**src/rtl/mole_target_ctrl.sv**
```systemverilog
// mole_target_ctrl: lights requested target LEDs, times them out, and scores switch-toggle hits and misses.
module mole_target_ctrl #(
    parameter int NUM_LEDS    = 18,
    parameter int TICK_CYCLES = 50000,
    parameter int ON_TICKS    = 1000,
    parameter int MAX_ACTIVE  = 4,
    parameter int SCORE_W     = 12
) (
    input  logic                clk,
    input  logic                rst,
    input  logic [4:0]          led_index,
    input  logic                led_request,
    input  logic [NUM_LEDS-1:0] switches,
    output logic [NUM_LEDS-1:0] leds,
    output logic [SCORE_W-1:0]  score,
    output logic [7:0]          misses,
    output logic                req_accept,
    output logic                hit,
    output logic                miss
);
    localparam int TW  = $clog2(ON_TICKS + 1);
    localparam int PW  = (TICK_CYCLES > 1) ? $clog2(TICK_CYCLES) : 1;
    localparam int SSW = SCORE_W + 7;
    logic [PW-1:0]       presc;
    logic [NUM_LEDS-1:0] sw_prev, edges, hits, expire, req_vec;
    logic [TW-1:0]       timer [NUM_LEDS];
    logic                tick, accept;
    logic [5:0]          n_hit, n_exp, n_act;
    logic [SSW-1:0]      score_sum;
    logic [9:0]          miss_sum;
    always_comb begin
        tick  = presc == PW'(TICK_CYCLES - 1);
        edges = switches ^ sw_prev;
        hits  = leds & edges;
        n_hit = '0;
        n_exp = '0;
        n_act = '0;
        for (int i = 0; i < NUM_LEDS; i++) begin
            // a hit on the expiring tick wins, so that LED is not a miss
            expire[i]  = tick && leds[i] && timer[i] == TW'(1) && !hits[i];
            req_vec[i] = led_request && led_index == 5'(i);
            n_hit      = n_hit + 6'(hits[i]);
            n_exp      = n_exp + 6'(expire[i]);
            n_act      = n_act + 6'(leds[i]);
        end
        accept    = !rst && |(req_vec & ~leds) && n_act < 6'(MAX_ACTIVE);
        score_sum = SSW'(score) + SSW'(n_hit);
        miss_sum  = 10'(misses) + 10'(n_exp);
        req_accept = accept;
        hit        = !rst && |hits;
        miss       = !rst && |expire;
    end
    always_ff @(posedge clk) begin
        if (rst) begin
            presc   <= '0;
            sw_prev <= switches;
            leds    <= '0;
            score   <= '0;
            misses  <= '0;
            for (int i = 0; i < NUM_LEDS; i++) timer[i] <= '0;
        end else begin
            presc   <= tick ? '0 : presc + PW'(1);
            sw_prev <= switches;
            score   <= |score_sum[SSW-1:SCORE_W] ? '1 : score_sum[SCORE_W-1:0];
            misses  <= |miss_sum[9:8] ? 8'hFF : miss_sum[7:0];
            for (int i = 0; i < NUM_LEDS; i++) begin
                if (hits[i] || expire[i]) begin
                    leds[i]  <= 1'b0;
                    timer[i] <= '0;
                end else if (accept && req_vec[i]) begin
                    leds[i]  <= 1'b1;
                    timer[i] <= TW'(ON_TICKS);
                end else if (tick && timer[i] != '0) begin
                    timer[i] <= timer[i] - TW'(1);
                end
            end
        end
    end
endmodule

```
**config.mk**
```make
export PLATFORM = sky130hd
export DESIGN_NAME = mole_target_ctrl
export DESIGN_NICKNAME = d
export VERILOG_FILES = /design/src/rtl/mole_target_ctrl.sv
export SDC_FILE = /design/constraint.sdc
export NUM_CORES = 1
export LEC_CHECK = 0
export ABC_AREA = 1
export CELL_PAD_IN_SITES_DETAIL_PLACEMENT = 1
export CELL_PAD_IN_SITES_GLOBAL_PLACEMENT = 1
export CORE_MARGIN = 2
export CORE_UTILIZATION = 43
export CTS_CLUSTER_DIAMETER = 80
export CTS_CLUSTER_SIZE = 28
export DETAILED_ROUTE_END_ITERATION = 10
export PLACE_DENSITY_LB_ADDON = 0.1
export SKIP_LAST_GASP = 1
export SLEW_MARGIN = 5
export SYNTH_ARGS = -nofsm -noshare
export SYNTH_HDL_FRONTEND = slang
export SYNTH_SLANG_ARGS = --single-unit
export TNS_END_PERCENT = 30
```
**constraint.sdc**
```tcl
create_clock -name clk -period 6.1 [get_ports clk]
set_clock_uncertainty 0.05 [all_clocks]
set_input_delay 1.525 -clock clk [delete_from_list [all_inputs] [get_ports clk]]
set_output_delay 1.525 -clock clk [all_outputs]
set_load 0.05 [all_outputs]
```
==> run metrics <==
# rows 69; Via density 5.105; crit share post-route 98.85%; I/O pin count 67; dpl hpwl 31620 um; WP data required 4.53 ns; commonest non-fill, non-tap cell in the layout nor2_1; largest net degree at the start of global routing 26; CP delay by family, top adder cells; slowest stage delay, CP 0.54 ns; failing checks DRC; synthesized instance count 1807; CTS H-Tree Depth 1; layout net count 2082; CTS tree done; worst vdd ir 0.0001724 V; Worst path slowest cell fa_1; All-Layer GR Usage 21.86%; DR WL/cell 17.01 um; pwr dens 200.0 mW/mm2; vias 12320; synth-to-layout area growth 15.67%; CP startpoint kind register; Clk pin slew, worst setup/hold paths 0.09 ns; Sink Count 252; initial DRC count 531; first-pass GRT wire length 66990 um; max_cap viols 0; Worst Path Buf+Inv 3; crit path max fanout 5; Slew @ Worst Pin 0.6565 ns; FMAX 0.1658 GHz; Cell Chain, Critical Path clkinvlp_4 > fa_1 > fa_1 > fa_1 > fa_1 > fa_2 > inv_1 > ha_1 > a211oi_2 > nand2_1 > nor3_4 > and2_4 > buf_12; hold buffers post-CTS 0; Sequential Power Share 53.0%; most frequent cells in the layout 302 x nor2_1, 285 x inv_1, 249 x nand2_1; Non-Filler Instances 2414; slew margin rel. 56.19%; placed cells 2368; Slew Limit Fails 0; LEAKAGE 0.007965 uW; fraction of layout cells with a size suffix above 1 7.992%; Comb power frac 8.2%; switch share 26.76%; CP Capture Type output port; clock share of power 38.9%; Die Y 194.3 um; CTS Buf Count 19; Cell Area, Synth 0.01557 mm2; number of remaining DRC errors 4; post-synthesis sequential area ratio 43.97%; initial antenna violation count 0; total gr overflow 0; syn_area_per_cell 8.618 um2; Final ANT Viol Nets 0; final worst path period need 6.030 ns; status finished with violations; Die W 194.3 um; Port Buffers 66; Net Sw Power 964.2 uW; CP dominant cell by count fa_1; Yosys reg bits 252; drt first pass iters 8; RSZ-0062 raised after global routing yes; critical path class register to output port; drt total wl 41070 um; Max Root-Sink Buffers 3; internal power 2638 uW; final setup fails 0; Ys Warns 0; Clock Tree Root clkbuf_16; die area 0.03775 mm2; Worst Hold Class register to register; CP arrival 4.45 ns; Starting Density 43.67%; clk_lat worst skew 0.54 ns; RePlAce Congestion 0.8547; CORE AREA 0.03566 mm2; vias in the first global route 12930; setup TNS 0 ns; final hold viol count 0; Post-Syn Nets 1950; Netlist cell types 37
what timing repair did:
| action | 4_1_cts | 5_1_grt |
|---|---|---|
| buffers inserted | 1 | 10 |
| gates resized for setup | 20 | 23 |
| setup endpoints to repair | 21 | 21 |
| pin swaps | 8 | 22 |
cell type report:
cell class                      count  area, um2
Fill cell                        4252      17640
Multi-Input combinational cell   1251       7687
Sequential cell                   252       6860
Timing Repair Buffer              125       1112
Inverter                          290       1092
Tap cell                          461      576.8
Clock buffer                       21      504.2
Clock inverter                     13      176.4
Antenna cell                        1      2.502
sequential cells by signal, indices dropped and copies added, names as in the netlist:
register / cells
misses: 8
presc: 16
sw_prev: 18
leds: 18
score: 12
timer: 180
path summary, 6_finish.rpt:
check	end	slack, ns	startpoint	cells after the start
hold reg to reg	presc[0]	0.41	presc[0]	1
setup / recovery	req_accept	0.07	leds[1]	13
setup reg to reg	misses[0]	0.29	presc[0]	30
hold / removal	presc[0]	0.41	presc[0]	1
layer usage:
metal,up-vias,wire (um),global-route usage [%]
li1,6134,-,-
met1,6017,19270,29.30
met2,120,19630,38.09
met3,52,1220,2.447
met4,0,951,4.957
met5,-,0,0
worst register-to-register path: cells and delay by family (launching register included):
| family | cells | cell delay (ns) |
|---|---|---|
| flops | 1 | 0.36 |
| buf+inv | 7 | 0.45 |
| fa+ha+maj | 8 | 3.41 |
| compound gates | 1 | 0.14 |
| simple gates | 14 | 1.33 |
kinds of logic after synthesis:
| family | Yosys count | synth area share, % |
|---|---|---|
| and+or+nand+nor | 786 | 21.96 |
| buffers and inverters | 304 | 7.480 |
| DFF | 252 | 43.97 |
| AOI/OAI and AO/OA | 186 | 6.299 |
| xor gates and xnor gates | 162 | 9.111 |
| adders and majority gates | 117 | 11.18 |
cells in the mapped netlist, drive strengths merged:
| library cell | count | share of area [%] |
|---|---|---|
| a211oi | 1 | 0.048 |
| a21oi | 31 | 1.0 |
| a22oi | 1 | 0.048 |
| a31oi | 8 | 0.32 |
| a41oi | 2 | 0.11 |
| and2 | 2 | 0.088 |
| and3 | 1 | 0.040 |
| buf | 5 | 0.27 |
| clkbuf | 9 | 0.22 |
| dfxtp | 72 | 9.3 |
| edfxtp | 180 | 35 |
| fa | 37 | 4.8 |
| ha | 80 | 6.4 |
| inv | 290 | 7.0 |
| nand2 | 254 | 6.1 |
| nand3 | 123 | 4.7 |
| nand3b | 2 | 0.096 |
| nand4 | 27 | 1.1 |
| nor2 | 305 | 7.4 |
| nor3 | 61 | 2.0 |
| nor4 | 3 | 0.12 |
| o211ai | 1 | 0.048 |
| o21a | 1 | 0.048 |
| o21ai | 132 | 4.2 |
| o21bai | 1 | 0.048 |
| o31ai | 8 | 0.39 |
| or2 | 8 | 0.32 |
| xnor2 | 86 | 4.8 |
| xor2 | 76 | 4.3 |
through the flow:
step	utilization, %	cell area, um2	worst slack (ns)	total power (uW)	hold slack (ns)
6_report	50.52	18010	0.07013	3603	0.4073
5_1_grt	50.51	18010	-0.09705	3736	0.4409
4_1_cts	50.13	17870	-0.01931	3638	0.4145
3_5_place_dp	48.11	17160	-0.7818	2238	0.3974
3_3_place_gp	48.11	17160	-0.7369	2228	0.3778
2_1_floorplan	-	15620	-0.01385	2141	0.3675
power groups by stage:
stage | Combinational [uW] | Clock [uW] | Sequential, uW
detailed placement | 291 | 0 | 1950
global route | 331 | 1490 | 1920
CTS | 295 | 1430 | 1910
floorplan | 200 | 0 | 1940
global placement | 283 | 0 | 1940
finish | 294 | 1400 | 1910
(Power assumes the default switching activity.)
